--- src/rtl/ahb_dma_copy_if.sv ---
// AHB-Lite bus bundle for the ahb_dma_copy master.
// The master modport drives the address/control/write-data side; the slave modport returns read data, ready and response.
interface ahb_dma_copy_if;
    logic [31:0] HADDR;
    logic [1:0]  HTRANS;
    logic        HWRITE;
    logic [2:0]  HSIZE;
    logic [2:0]  HBURST;
    logic [3:0]  HPROT;
    logic [31:0] HWDATA;
    logic [31:0] HRDATA;
    logic        HREADY;
    logic        HRESP;

    modport master (
        output HADDR, HTRANS, HWRITE, HSIZE, HBURST, HPROT, HWDATA,
        input  HRDATA, HREADY, HRESP
    );

    modport slave (
        input  HADDR, HTRANS, HWRITE, HSIZE, HBURST, HPROT, HWDATA,
        output HRDATA, HREADY, HRESP
    );
endinterface

--- src/rtl/ahb_dma_copy.sv ---
// Single-channel AHB-Lite DMA master copying a block of 32-bit words, one read then one write per word.
// Define AHB_DMA_COPY_IRQ_EN to enable the sticky completion interrupt; otherwise irq is tied low.
module ahb_dma_copy #(
    parameter int LEN_W = 16
) (
    input  logic             HCLK,
    input  logic             HRESETn,
    input  logic             start,
    input  logic [31:0]      src_addr,
    input  logic [31:0]      dst_addr,
    input  logic [LEN_W-1:0] len,
    output logic             busy,
    output logic             done,
    output logic             err,
    output logic             irq,
    input  logic             irq_clr,
    ahb_dma_copy_if.master   bus
);
    typedef enum logic [2:0] {IDLE, RD_A, RD_D, WR_A, WR_D, FIN} state_t;

    localparam logic [1:0] TR_IDLE   = 2'b00;
    localparam logic [1:0] TR_NONSEQ = 2'b10;

    state_t           state;
    logic [31:0]      src;
    logic [31:0]      dst;
    logic [31:0]      data_buf;
    logic [LEN_W-1:0] cnt;

    logic addr_lsb_unused;
    assign addr_lsb_unused = ^{src_addr[1:0], dst_addr[1:0]};

    assign bus.HSIZE  = 3'b010;
    assign bus.HBURST = 3'b000;
    assign bus.HPROT  = 4'b0011;

    always_ff @(posedge HCLK or negedge HRESETn) begin
        if (!HRESETn) begin
            state      <= IDLE;
            src        <= '0;
            dst        <= '0;
            data_buf   <= '0;
            cnt        <= '0;
            busy       <= 1'b0;
            done       <= 1'b0;
            err        <= 1'b0;
            bus.HADDR  <= '0;
            bus.HTRANS <= TR_IDLE;
            bus.HWRITE <= 1'b0;
            bus.HWDATA <= '0;
        end else begin
            done <= 1'b0;
            case (state)
                IDLE: begin
                    if (start) begin
                        err  <= 1'b0;
                        busy <= 1'b1;
                        if (len != '0) begin
                            src        <= {src_addr[31:2], 2'b00};
                            dst        <= {dst_addr[31:2], 2'b00};
                            cnt        <= len;
                            bus.HADDR  <= {src_addr[31:2], 2'b00};
                            bus.HTRANS <= TR_NONSEQ;
                            bus.HWRITE <= 1'b0;
                            state      <= RD_A;
                        end else begin
                            done  <= 1'b1;
                            state <= FIN;
                        end
                    end
                end
                RD_A: begin
                    if (bus.HREADY) begin
                        bus.HTRANS <= TR_IDLE;
                        state      <= RD_D;
                    end
                end
                RD_D: begin
                    // Leave on the first ERROR cycle; FIN keeps HTRANS at IDLE through the second one.
                    if (bus.HRESP) begin
                        err   <= 1'b1;
                        done  <= 1'b1;
                        state <= FIN;
                    end else if (bus.HREADY) begin
                        data_buf   <= bus.HRDATA;
                        src        <= src + 32'd4;
                        bus.HADDR  <= dst;
                        bus.HTRANS <= TR_NONSEQ;
                        bus.HWRITE <= 1'b1;
                        state      <= WR_A;
                    end
                end
                WR_A: begin
                    if (bus.HREADY) begin
                        bus.HTRANS <= TR_IDLE;
                        bus.HWDATA <= data_buf;
                        state      <= WR_D;
                    end
                end
                WR_D: begin
                    if (bus.HRESP) begin
                        err   <= 1'b1;
                        done  <= 1'b1;
                        state <= FIN;
                    end else if (bus.HREADY) begin
                        dst <= dst + 32'd4;
                        cnt <= cnt - 1'b1;
                        if (cnt == LEN_W'(1)) begin
                            done  <= 1'b1;
                            state <= FIN;
                        end else begin
                            bus.HADDR  <= src;
                            bus.HTRANS <= TR_NONSEQ;
                            bus.HWRITE <= 1'b0;
                            state      <= RD_A;
                        end
                    end
                end
                FIN: begin
                    busy  <= 1'b0;
                    state <= IDLE;
                end
                default: begin
                    busy       <= 1'b0;
                    bus.HTRANS <= TR_IDLE;
                    state      <= IDLE;
                end
            endcase
        end
    end

`ifdef AHB_DMA_COPY_IRQ_EN
    // Set has priority so a clear landing on the done cycle cannot lose the event.
    always_ff @(posedge HCLK or negedge HRESETn) begin
        if (!HRESETn) begin
            irq <= 1'b0;
        end else if (done) begin
            irq <= 1'b1;
        end else if (irq_clr) begin
            irq <= 1'b0;
        end
    end
`else
    logic irq_clr_unused;
    assign irq_clr_unused = irq_clr;
    assign irq = 1'b0;
`endif
endmodule

--- src/flat_wrapper.sv ---
// flat-port wrapper written by rule: the top's interface ports become plain ports
module ahb_dma_copy_flat 
#(
    parameter int LEN_W = 16
)
  (HCLK, HRESETn, start, src_addr, dst_addr, len, busy, done, err, irq, irq_clr, bus_HADDR, bus_HTRANS, bus_HWRITE, bus_HSIZE, bus_HBURST, bus_HPROT, bus_HWDATA, bus_HRDATA, bus_HREADY, bus_HRESP);
  ahb_dma_copy_if bus_i ();
  input  logic HCLK;
  input  logic HRESETn;
  input  logic start;
  input  logic [31:0] src_addr;
  input  logic [31:0] dst_addr;
  input  logic [LEN_W-1:0] len;
  output logic busy;
  output logic done;
  output logic err;
  output logic irq;
  input  logic irq_clr;
  output wire logic [$bits(bus_i.HADDR)-1:0] bus_HADDR;
  output wire logic [$bits(bus_i.HTRANS)-1:0] bus_HTRANS;
  output wire logic [$bits(bus_i.HWRITE)-1:0] bus_HWRITE;
  output wire logic [$bits(bus_i.HSIZE)-1:0] bus_HSIZE;
  output wire logic [$bits(bus_i.HBURST)-1:0] bus_HBURST;
  output wire logic [$bits(bus_i.HPROT)-1:0] bus_HPROT;
  output wire logic [$bits(bus_i.HWDATA)-1:0] bus_HWDATA;
  input wire logic [$bits(bus_i.HRDATA)-1:0] bus_HRDATA;
  input wire logic [$bits(bus_i.HREADY)-1:0] bus_HREADY;
  input wire logic [$bits(bus_i.HRESP)-1:0] bus_HRESP;
  assign bus_HADDR = bus_i.HADDR;
  assign bus_HTRANS = bus_i.HTRANS;
  assign bus_HWRITE = bus_i.HWRITE;
  assign bus_HSIZE = bus_i.HSIZE;
  assign bus_HBURST = bus_i.HBURST;
  assign bus_HPROT = bus_i.HPROT;
  assign bus_HWDATA = bus_i.HWDATA;
  assign bus_i.HRDATA = bus_HRDATA;
  assign bus_i.HREADY = bus_HREADY;
  assign bus_i.HRESP = bus_HRESP;
  ahb_dma_copy #(.LEN_W(LEN_W)) u_core (.HCLK(HCLK), .HRESETn(HRESETn), .start(start), .src_addr(src_addr), .dst_addr(dst_addr), .len(len), .busy(busy), .done(done), .err(err), .irq(irq), .irq_clr(irq_clr), .bus(bus_i));
endmodule
--- config.mk ---
export PLATFORM = sky130hd
export DESIGN_NAME = ahb_dma_copy_flat
export DESIGN_NICKNAME = d
export VERILOG_FILES = /design/src/rtl/ahb_dma_copy_if.sv /design/src/rtl/ahb_dma_copy.sv /design/src/flat_wrapper.sv
export SDC_FILE = /design/constraint.sdc
export NUM_CORES = 1
export LEC_CHECK = 0
export BUFFER_PORTS_ARGS = -buffer_cell sky130_fd_sc_hd__buf_2
export CAP_MARGIN = 10
export CORE_MARGIN = 2
export CORE_UTILIZATION = 47
export CTS_CLUSTER_SIZE = 10
export DETAILED_ROUTE_END_ITERATION = 10
export PLACE_DENSITY = 0.73
export SLEW_MARGIN = 10
export SYNTH_ARGS = -nofsm -noshare
export SYNTH_HDL_FRONTEND = slang
export SYNTH_SLANG_ARGS = --single-unit
export TNS_END_PERCENT = 50
--- constraint.sdc ---
create_clock -name HCLK -period 2.1 [get_ports HCLK]
set_clock_uncertainty 0.2 [all_clocks]
set_input_delay 0 -clock HCLK [delete_from_list [all_inputs] [get_ports HCLK]]
set_output_delay 0 -clock HCLK [all_outputs]
set_load 0.01 [all_outputs]
==> flow_summary.json, run 1 <==
{
  "vias": 9199,
  "start_kind": "flip-flop",
  "die_y_um": 145,
  "area_growth_syn_to_layout_pct": 43.0,
  "r2r_start": "u_core.cnt[12]$_DFFE_PN0P_",
  "die_x_um": 145,
  "fin_crit_ns": 2.36,
  "port_buffers": 181,
  "synthMuxAreaShare": 0.112,
  "p_sw_frac": 0.403,
  "multi_input_area_mm2": 0.00464,
  "grt.total_usage": 0.260,
  "htree_levels": 4,
  "avgViaCountPerCell": 5.75,
  "mostFrequentLayoutCells": "buf_2, dfrtp_1, dlygate4sd3_1",
  "hold_class": "in -> reg",
  "critPathCaptureType": "flip-flop",
  "drv_slew": 0,
  "drc": 0,
  "die_area_mm2": 0.0211,
  "dp_hpwl_um": 18100,
  "rsz0062_at_grt": "true",
  "yosys.area_share.simple": 0.132,
  "synth-edff-count": 0,
  "cts_made_buffers": 17,
  "final_common_cell": "buf_2",
  "wirelength_um": 29200,
  "synth-seq-cells": 179,
  "place_inst": 1431,
  "pwr-share-clk": 0.172,
  "internal_power_w": 0.0111,
  "rows": 51,
  "dr.pass1.iters": 7,
  "combPwrFrac": 0.484,
  "cap_violations": 0,
  "cp-endpoint": "u_core.bus.HADDR[4]$_DFFE_PN0P_",
  "p_per_area_mw_per_mm2": 1380,
  "fillerInstances": 1424,
  "peakVddDrop_v": 0.000818,
  "worstPathRequired_ns": 2.26,
  "finalNonFillerCells": 1600,
  "antenna_found_initial": 2,
  "synth_cells": 968,
  "overflow": 0,
  "yosys_warnings": 0,
  "ys_seq_area_frac": 0.477,
  "syn-cell-area_mm2": 0.00939,
  "hold_violations": 0,
  "failed_checks": "negative setup slack",
  "core-area_mm2": 0.0195,
  "path_class": "reg -> reg",
  "path_clk_slew_ns": 0.08,
  "critical_path_arrival_ns": 2.52,
  "async_reset_ff_frac": 1.00,
  "start_util": 0.481,
  "reg2reg_to": "u_core.bus.HADDR[4]$_DFFE_PN0P_",
  "synth_top_family_by_area": "compound AO/OA/AOI/OAI gates",
  "synth_fa_ha_area_frac": 0.00533,
  "synth_compound_area_frac": 0.210,
  "outcome": "finished, violations left",
  "r2r_setup_slack_ns": -0.26,
  "cp_max_fo": 28,
  "yosysUniqueCellTypes": 57,
  "synth_area_per_cell_um2": 9.70,
  "cts_root_buf": "clkbuf_16",
  "synth_xor_area_frac": 0.00187,
  "max_freq_mhz": 424,
  "dp_slack_ns": -0.232,
  "p_seq_frac": 0.345,
  "slew_headroom": 0.587,
  "fin_ws_ns": -0.257,
  "clk_latency_ns": 0.44,
  "pin_count": 199,
  "p_leak_nw": 5.98,
  "ys_top_cells_by_area": "dfrtp_1, mux2_2, a21oi_1",
  "wire_per_inst_um": 18.3,
  "synth_ff_type": "dfrtp_1",
  "place_congestion": 0.862,
  "setup_violations": 92,
  "worst_pin_slew_ns": 0.617,
  "worstRegToRegCells": 6,
  "grt_pass1_wl_um": 44700,
  "cts_max_path_buffers": 2,
  "final_nets": 1442,
  "worstSetupStartpoint": "u_core.cnt[12]$_DFFE_PN0P_",
  "drive_gt1_frac": 0.335,
  "grt_pass1_vias": 8930,
  "yosys.area.top_type": "dfrtp_1",
  "fin_crit_sh": 1.12,
  "drt_iter0_markers": 697,
  "cts_tree": "built",
  "seqCellArea_mm2": 0.00449,
  "grt_max_degree": 77,
  "p_sw_w": 0.00747,
  "antenna_left": 0,
  "synth.top_cell.area_share": 0.477,
  "numClockSinks": 179
}
-- worst max-delay path, stage by stage (launching register included) --
cell and delay (ns):
dfrtp_1 0.39, or3_4 0.39, or4_4 0.44, o31ai_4 0.30, nor3_4 0.13, buf_12 0.20
mux2i_1 0.19
-- power by group through the flow --
stage	Clock (W)	Combinational, W	Sequential (W)
after CTS	0.00322	0.00823	0.00627
after global placement	0	0.00773	0.00623
after detailed placement	0	0.00795	0.00631
after floorplan	0	0.00476	0.00641
final	0.00318	0.00897	0.00640
after global routing	0.00338	0.00972	0.00657
-- state kept, by name, summed over array words and instances (netlist names) --
name,cells
u_core.bus.HWDATA,32
u_core.data_buf,32
u_core.bus.HADDR,31
u_core.dst,30
u_core.src,30
u_core.cnt,16
u_core.state,3
u_core.bus.HTRANS,1
u_core.bus.HWRITE,1
u_core.busy,1
u_core.done,1
u_core.err,1
-- synth_stat cells (4+ instances only) --
library cell    n
nor2_1         61
a2bb2oi_1      37
nand3_1        39
a22oi_1         5
buf_2          12
a21oi_1       107
nand4_1        31
mux2_2         66
ha_1            4
inv_1          43
o21ai_0        73
nor3b_1         6
buf_4          13
nand2_1        60
clkbuf_1       51
and3_1          7
a221oi_1        6
nor4_1         16
o22ai_1        28
a22o_1         23
a32oi_1         5
dfrtp_1       179
o21a_1          4
mux2i_1        31
nor3_1          9
-- kinds of logic (layout without fill, tap and decap cells) --
| kind of cell | Yosys count | after routing |
|---|---|---|
| other | 2 | 14 |
| buffers and inverters | 128 | 483 |
| multiplexers | 97 | 97 |
| flip-flops | 179 | 179 |
| XOR/XNOR | 2 | 2 |
| adder cells (fa/ha/maj) | 4 | 4 |
| AND/OR/NAND/NOR | 246 | 246 |
| AO/OA/AOI/OAI | 310 | 310 |
-- how the worst min path moves through the flow --
stage,startpoint,endpoint,slack [ns],cells after the start
5_1_grt,bus_HRDATA[7],u_core.data_buf[7]$_DFFE_PN0P_,0.12,3
4_1_cts,bus_HRDATA[5],u_core.data_buf[5]$_DFFE_PN0P_,0.10,3
3_5_place_dp,HRESETn,u_core.cnt[9]$_DFFE_PN0P_,-0.22,1
6_report,bus_HRDATA[10],u_core.data_buf[10]$_DFFE_PN0P_,0.12,3
2_1_floorplan,HRESETn,u_core.bus.HADDR[10]$_DFFE_PN0P_,-0.50,0
3_3_place_gp,HRESETn,u_core.cnt[9]$_DFFE_PN0P_,-0.23,1
-- metrics by stage --
stage,cell area (um2),TNS [ns],hold WS (ns),utilization,total power (W)
2_1_floorplan,9440,-2.36,-0.496,-,0.0112
3_3_place_gp,11200,-6.09,-0.228,0.572,0.0140
3_5_place_dp,11200,-10.16,-0.223,0.572,0.0143
4_1_cts,13000,-6.31,0.105,0.664,0.0177
5_1_grt,13400,-14.05,0.124,0.687,0.0197
6_report,13400,-9.59,0.116,0.687,0.0185
-- metal layers --
metal | track usage | share of wire | up-vias
met1 | 0.339 | 0.41 | 4462
met4 | 0.0730 | 0.018 | 0
met2 | 0.450 | 0.50 | 425
met5 | 0 | 0 | -
met3 | 0.0443 | 0.070 | 51
li1 | - | - | 4261
-- area by class of cell --
class,count,share of cell area
repair buffers,408,0.239
diodes,2,0.000373
flip-flops and latches,179,0.334
multi-input cells,671,0.346
clock inverters,15,0.0122
well taps,265,0.0247
inverters,43,0.0120
clock buffers,17,0.0317
-- repair_timing --
action / CTS / global route
hold buffers: 113 / 0
hold endpoints to repair: 323 / 0
endpoints found under the setup margin: 100 / 98
pin swaps: 2 / 10
cloned: 0 / 7
buffers inserted: 2 / 13
resized for setup: 12 / 63
Power figures use the tool's default switching activity.
==> inputs of run 2 (changes only) <==
--- a/config.mk
+++ b/config.mk
@@ -11,6 +11,7 @@
 export CORE_UTILIZATION = 47
 export CTS_CLUSTER_SIZE = 10
 export DETAILED_ROUTE_END_ITERATION = 10
+export MAX_ROUTING_LAYER = met4
 export PLACE_DENSITY = 0.73
 export SLEW_MARGIN = 10
 export SYNTH_ARGS = -nofsm -noshare
==> run 2 against run 1 <==
Effect of this change: the flow still finishes with violations (negative setup slack); fmax is 0.57% lower; combinational power is 3.0% higher; largest power group unchanged; core utilization is 0.70 points higher; wire length is 0.69% lower.
==> flow_summary.json, run 2 (synthesized netlist as in run 1, its figures left out) <==
{
  "clk_latency_ns": 0.44,
  "fin_crit_sh": 1.13,
  "outcome": "finished, violations left",
  "grt.total_usage": 0.266,
  "drv_slew": 0,
  "fillerInstances": 1425,
  "peakVddDrop_v": 0.000847,
  "slowest_stage": "or4_4",
  "critPathCaptureType": "flip-flop",
  "overflow": 0,
  "start_util": 0.481,
  "reg2reg_to": "u_core.bus.HADDR[31]$_DFFE_PN0P_",
  "worstPathRequired_ns": 2.22,
  "hold_end": "u_core.data_buf[8]$_DFFE_PN0P_",
  "drive_gt1_frac": 0.354,
  "setup_violations": 63,
  "p_per_area_mw_per_mm2": 1390,
  "critical_path_arrival_ns": 2.49,
  "final_area_mm2": 0.0136,
  "start_kind": "flip-flop",
  "dr.pass1.iters": 5,
  "p_total_w": 0.0188,
  "hold_class": "in -> reg",
  "worstRegToRegCells": 6,
  "fin_ws_ns": -0.271,
  "hold_violations": 0,
  "rsz0062_at_grt": "true",
  "cap_violations": 0,
  "area_growth_syn_to_layout_pct": 44.4,
  "dp_hpwl_um": 18100,
  "use_met3": 0.0374,
  "worst_path_largest_cell_delay_ns": 0.45,
  "p_leak_nw": 6.02,
  "port_buffers": 181,
  "die_x_um": 145,
  "cts_root_buf": "clkbuf_16",
  "placed_cell_area_mm2": 0.0112,
  "max_freq_mhz": 422,
  "cts_max_path_buffers": 2,
  "wirelength_um": 29000,
  "crit_buf_inv": 1,
  "antenna_found_initial": 2,
  "failed_checks": "negative setup slack",
  "seqCellArea_mm2": 0.00449,
  "numClockSinks": 179,
  "slew_headroom": 0.388,
  "avgViaCountPerCell": 5.76,
  "final_common_cell": "buf_2",
  "vias": 9252,
  "drt_iter0_markers": 787,
  "grtUsageMet2": 0.431,
  "grt_max_degree": 66,
  "place_congestion": 0.865,
  "grt_pass1_vias": 8809,
  "pin_count": 199,
  "cts_made_buffers": 17,
  "die_area_mm2": 0.0211,
  "wire_per_inst_um": 18.1,
  "top_regs": "u_core.bus.HWDATA (32), u_core.data_buf (32), u_core.bus.HADDR (31)",
  "holdPathStages": 3,
  "crit_family": "simple AND/OR/NAND/NOR gates",
  "drc": 0,
  "r2r_start": "u_core.cnt[12]$_DFFE_PN0P_",
  "rows": 51,
  "path_class": "reg -> reg",
  "multi_input_area_mm2": 0.00474,
  "path_clk_slew_ns": 0.08,
  "core-area_mm2": 0.0195,
  "antenna_left": 0,
  "use_met1": 0.342,
  "htree_levels": 4,
  "path_cells": "or3_4 -> or4_4 -> o31ai_4 -> nor3_4 -> buf_4 -> mux2_4",
  "min_from": "bus_HRDATA[8]",
  "cts_tree": "built",
  "fin_crit_ns": 2.37,
  "r2r_setup_slack_ns": -0.27,
  "final_nets": 1448,
  "tns_ns": -7.17,
  "mostFrequentLayoutCells": "buf_2, dfrtp_1, dlygate4sd3_1",
  "timing.hold.ws_ns": 0.125,
  "die_y_um": 145,
  "worst_pin_slew_ns": 0.917,
  "top_usage_layer": "met2",
  "cp_max_fo": 4,
  "grt_pass1_wl_um": 44500
}
-- run 2: changes by cell type in the layout (fill, tap and decap cells not counted), moves of 3 or more --
| cell | before | now |
|---|---|---|
| a21oi_1 | 97 | 88 |
| a21oi_2 | 9 | 17 |
| o21ai_0 | 65 | 58 |
| buf_4 | 82 | 88 |
| o21ai_1 | 6 | 11 |
| buf_12 | 14 | 10 |
| buf_6 | 11 | 15 |
| buf_2 | 182 | 179 |
-- run 2: what timing repair did --
item,CTS,global route
endpoints found under the setup margin,105,111
endpoints found under the hold margin,323,1
gates resized for setup,8,105
gates cloned,0,5
hold buffers,113,1
pin swaps,1,16
setup buffers,1,22
-- run 2: layout make-up --
class | instances | share of cell area
Clock buffer | 17 | 0.0314
Sequential cell | 179 | 0.331
Clock inverter | 15 | 0.0115
Antenna cell | 2 | 0.000369
Tap cell | 265 | 0.0245
Timing Repair Buffer | 414 | 0.239
Inverter | 43 | 0.0122
Multi-Input combinational cell | 671 | 0.350
-- run 2: where the power goes --
group	internal, W	switching (W)	leakage, nW
Combinational	0.00453	0.00472	3.62
Sequential	0.00512	0.00129	2.13
Clock	0.00159	0.00156	0.280
-- run 2: per-stage QoR --
stage                     utilization  instances  setup slack [ns]
after floorplan                     -        978           -0.0958
after global placement          0.572       1431            -0.163
after detailed placement        0.572       1431            -0.204
after CTS                       0.662       1577            -0.194
after global routing            0.694       1606            -0.304
final                           0.694       1606            -0.271
-- run 2: how the worst max path moves through the flow --
stage                                           start                          endpoint  slack, ns  cells after the start
after global routing      u_core.state[2]$_DFFE_PN0P_   u_core.bus.HADDR[3]$_DFFE_PN0P_      -0.30                      6
after floorplan            u_core.cnt[12]$_DFFE_PN0P_  u_core.bus.HADDR[30]$_DFFE_PN0P_       -0.1                      5
after detailed placement  u_core.state[1]$_DFFE_PN0P_  u_core.bus.HADDR[13]$_DFFE_PN0P_      -0.20                      6
final                      u_core.cnt[12]$_DFFE_PN0P_  u_core.bus.HADDR[31]$_DFFE_PN0P_      -0.27                      6
after CTS                  u_core.cnt[12]$_DFFE_PN0P_  u_core.bus.HADDR[19]$_DFFE_PN0P_      -0.19                      6
after global placement     u_core.cnt[12]$_DFFE_PN0P_   u_core.bus.HADDR[6]$_DFFE_PN0P_      -0.16                      6
-- run 2: worst reg2reg max path, cell delays in order (launching register included) --
cell	delay (ns)
dfrtp_1	0.39
or3_4	0.39
or4_4	0.45
o31ai_4	0.28
nor3_4	0.11
buf_4	0.15
mux2_4	0.29
-- run 2: routing by layer --
metal	vias up	part of all wire
met4	0	0.025
met3	66	0.060
met2	415	0.50
met5	-	0
li1	4283	-
met1	4488	0.41
==> inputs of run 3 (changes only) <==
--- a/config.mk
+++ b/config.mk
@@ -5,6 +5,7 @@
 export SDC_FILE = /design/constraint.sdc
 export NUM_CORES = 1
 export LEC_CHECK = 0
+export ABC_AREA = 1
 export BUFFER_PORTS_ARGS = -buffer_cell sky130_fd_sc_hd__buf_2
 export CAP_MARGIN = 10
 export CORE_MARGIN = 2
@@ -12,7 +13,7 @@
 export CTS_CLUSTER_SIZE = 10
 export DETAILED_ROUTE_END_ITERATION = 10
 export MAX_ROUTING_LAYER = met4
-export PLACE_DENSITY = 0.73
+export PLACE_DENSITY = 0.72
 export SLEW_MARGIN = 10
 export SYNTH_ARGS = -nofsm -noshare
 export SYNTH_HDL_FRONTEND = slang
==> run 3 against run 2 <==
Effect of this change: the run now ends clean; critical endpoint is now u_core.bus.HADDR[6]$_DFFE_PN0P_; synthesized cell count rose by 59%; critical path type unchanged; global-route usage is 3.7 points higher; highest routed layer unchanged; sequential share of layout area shrank 0.46 points; fmax rose by 15%.
==> flow_summary.json, run 3 <==
{
  "placed_cell_area_mm2": 0.0119,
  "slew_headroom": 0.634,
  "setup_violations": 0,
  "critical_path_arrival_ns": 2.19,
  "clk_latency_ns": 0.44,
  "start_kind": "flip-flop",
  "place_congestion": 0.950,
  "dp_slack_ns": -0.124,
  "pin_count": 199,
  "htree_levels": 4,
  "final_common_cell": "nand2_1",
  "r2r_start": "u_core.state[1]$_DFFE_PN0P_",
  "yosysUniqueCellTypes": 33,
  "synth_ff_type": "dfrtp_1",
  "worstPathRequired_ns": 2.23,
  "drc": 0,
  "grt.total_usage": 0.303,
  "final_area_mm2": 0.0137,
  "hold_end": "u_core.data_buf[16]$_DFFE_PN0P_",
  "overflow": 0,
  "cap_violations": 0,
  "synth-edff-count": 0,
  "hold_class": "in -> reg",
  "fin_crit_ns": 2.06,
  "peakVddDrop_v": 0.000939,
  "antenna_found_initial": 0,
  "grt_pass1_vias": 10865,
  "path_class": "reg -> reg",
  "r2r_setup_slack_ns": 0.04,
  "rsz0062_at_grt": "true",
  "synth.top_cell.area_share": 0.430,
  "cts_root_buf": "clkbuf_16",
  "synth-seq-cells": 179,
  "grt_pass1_wl_um": 55000,
  "outcome": "finished clean",
  "numClockSinks": 179,
  "max_freq_mhz": 485,
  "p_per_area_mw_per_mm2": 1420,
  "drt_iter0_markers": 891,
  "hold_violations": 0,
  "yosys.area.top_type": "dfrtp_1",
  "worst_pin_slew_ns": 0.549,
  "area_growth_syn_to_layout_pct": 31.9,
  "synth_area_per_cell_um2": 6.76,
  "avgViaCountPerCell": 5.23,
  "syn-cell-area_mm2": 0.0104,
  "fin_crit_sh": 0.982,
  "yosys_warnings": 0,
  "antenna_left": 0,
  "die_area_mm2": 0.0234,
  "die_x_um": 153,
  "synth_cells": 1539,
  "vias": 11191,
  "path_clk_slew_ns": 0.08,
  "holdPathStages": 4,
  "cts_max_path_buffers": 2,
  "synth_common_cells": "nand2_1, nor2_1, dfrtp_1, o21ai_0, inv_1",
  "wire_per_inst_um": 15.9,
  "fin_ws_ns": 0.0368,
  "cts_tree": "built",
  "mostFrequentLayoutCells": "nand2_1, nor2_1, buf_2",
  "fillerInstances": 1967,
  "worstRegToRegCells": 10,
  "ys_seq_area_frac": 0.430,
  "die_y_um": 153,
  "async_reset_ff_frac": 1.00,
  "reg2reg_to": "u_core.bus.HADDR[6]$_DFFE_PN0P_",
  "wirelength_um": 34000,
  "ys_top_cells_by_area": "dfrtp_1, nand2_1, nor2_1",
  "cts_made_buffers": 17,
  "min_from": "bus_HRDATA[16]",
  "port_buffers": 181,
  "antenna_cells": 0,
  "critPathCaptureType": "flip-flop",
  "final_nets": 1968,
  "drive_gt1_frac": 0.162,
  "core-area_mm2": 0.0218,
  "cp_max_fo": 14,
  "start_util": 0.478,
  "top_regs": "u_core.bus.HWDATA (32), u_core.data_buf (32), u_core.bus.HADDR (31)",
  "dr.pass1.iters": 5,
  "grt_max_degree": 73,
  "drv_slew": 0,
  "synth.most_common_cell": "nand2_1",
  "rows": 54,
  "dp_hpwl_um": 23400,
  "p_leak_nw": 6.82
}
run 3: cell families (layout without fill, tap and decap cells):
| logic type | Yosys count | after routing | synth area share |
|---|---|---|---|
| adder cells (fa/ha/maj) | 4 | 4 | 0.00481 |
| AO/OA/AOI/OAI | 222 | 222 | 0.117 |
| buffers and inverters | 198 | 507 | 0.0837 |
| other | 2 | 12 | 0.000721 |
| XOR/XNOR | 7 | 7 | 0.00589 |
| AND/OR/NAND/NOR | 927 | 928 | 0.358 |
| flip-flops | 179 | 179 | 0.430 |
run 3: worst max-delay path by stage:
| stage | end | cells past startpoint | from |
|---|---|---|---|
| floorplan | u_core.bus.HADDR[10]$_DFFE_PN0P_ | 10 | u_core.state[0]$_DFFE_PN0P_ |
| global placement | u_core.bus.HWRITE$_DFFE_PN0P_ | 7 | u_core.state[1]$_DFFE_PN0P_ |
| detailed placement | u_core.bus.HADDR[7]$_DFFE_PN0P_ | 8 | u_core.state[1]$_DFFE_PN0P_ |
| CTS | u_core.bus.HADDR[7]$_DFFE_PN0P_ | 8 | u_core.state[1]$_DFFE_PN0P_ |
| global route | u_core.bus.HADDR[6]$_DFFE_PN0P_ | 10 | u_core.state[0]$_DFFE_PN0P_ |
| finish | u_core.bus.HADDR[6]$_DFFE_PN0P_ | 10 | u_core.state[1]$_DFFE_PN0P_ |
run 3: worst max-delay path: stages (launching register included):
cell	delay [ns]
dfrtp_2	0.46
nor2_2	0.16
nand2_2	0.11
nand2_2	0.14
buf_4	0.15
inv_1	0.12
buf_6	0.19
nand2_1	0.09
o221ai_1	0.15
nand2_1	0.11
nand2_1	0.06
run 3: cell type report:
type	count	area, um2	area share
flip-flops and latches	179	4480	0.326
clock buffers	17	425	0.0310
clock inverters	15	214	0.0156
well taps	280	350	0.0255
inverters	123	462	0.0336
repair buffers	352	2680	0.195
multi-input cells	1173	5120	0.373
run 3: power by group:
part	switching, W	internal (W)	total (W)
sequential	0.00137	0.00516	0.00654
clock	0.00171	0.00167	0.00338
combinational	0.00606	0.00358	0.00964
run 3: through the flow:
stage	power [W]	std cells	utilization	TNS, ns	hold slack, ns
after floorplan	0.0123	1549	-	0	-0.496
after global placement	0.0153	1988	0.545	-0.0216	-0.214
after detailed placement	0.0156	1988	0.545	-2.57	-0.213
after CTS	0.0194	2136	0.629	0	0.124
after global routing	0.0212	2139	0.631	-0.0762	0.158
final	0.0196	2139	0.631	0	0.146
run 3: per-layer routing:
metal / GRT usage / vias to the layer above / share of wire / wire [um]
met5: - / - / 0 / 0
met2: 0.489 / 482 / 0.47 / 16000
met1: 0.383 / 5148 / 0.42 / 14300
li1: - / 5487 / - / -
met4: 0.111 / 0 / 0.031 / 1050
met3: 0.0570 / 74 / 0.076 / 2580
run 3: timing repair:
action / 4_1_cts / 5_1_grt
resized for setup: 2 / 11
hold buffers: 114 / 0
cloned: 1 / 0
hold endpoints to repair: 325 / 0
buffers inserted: 1 / 3
pin swaps: 1 / 1
setup endpoints to repair: 33 / 62
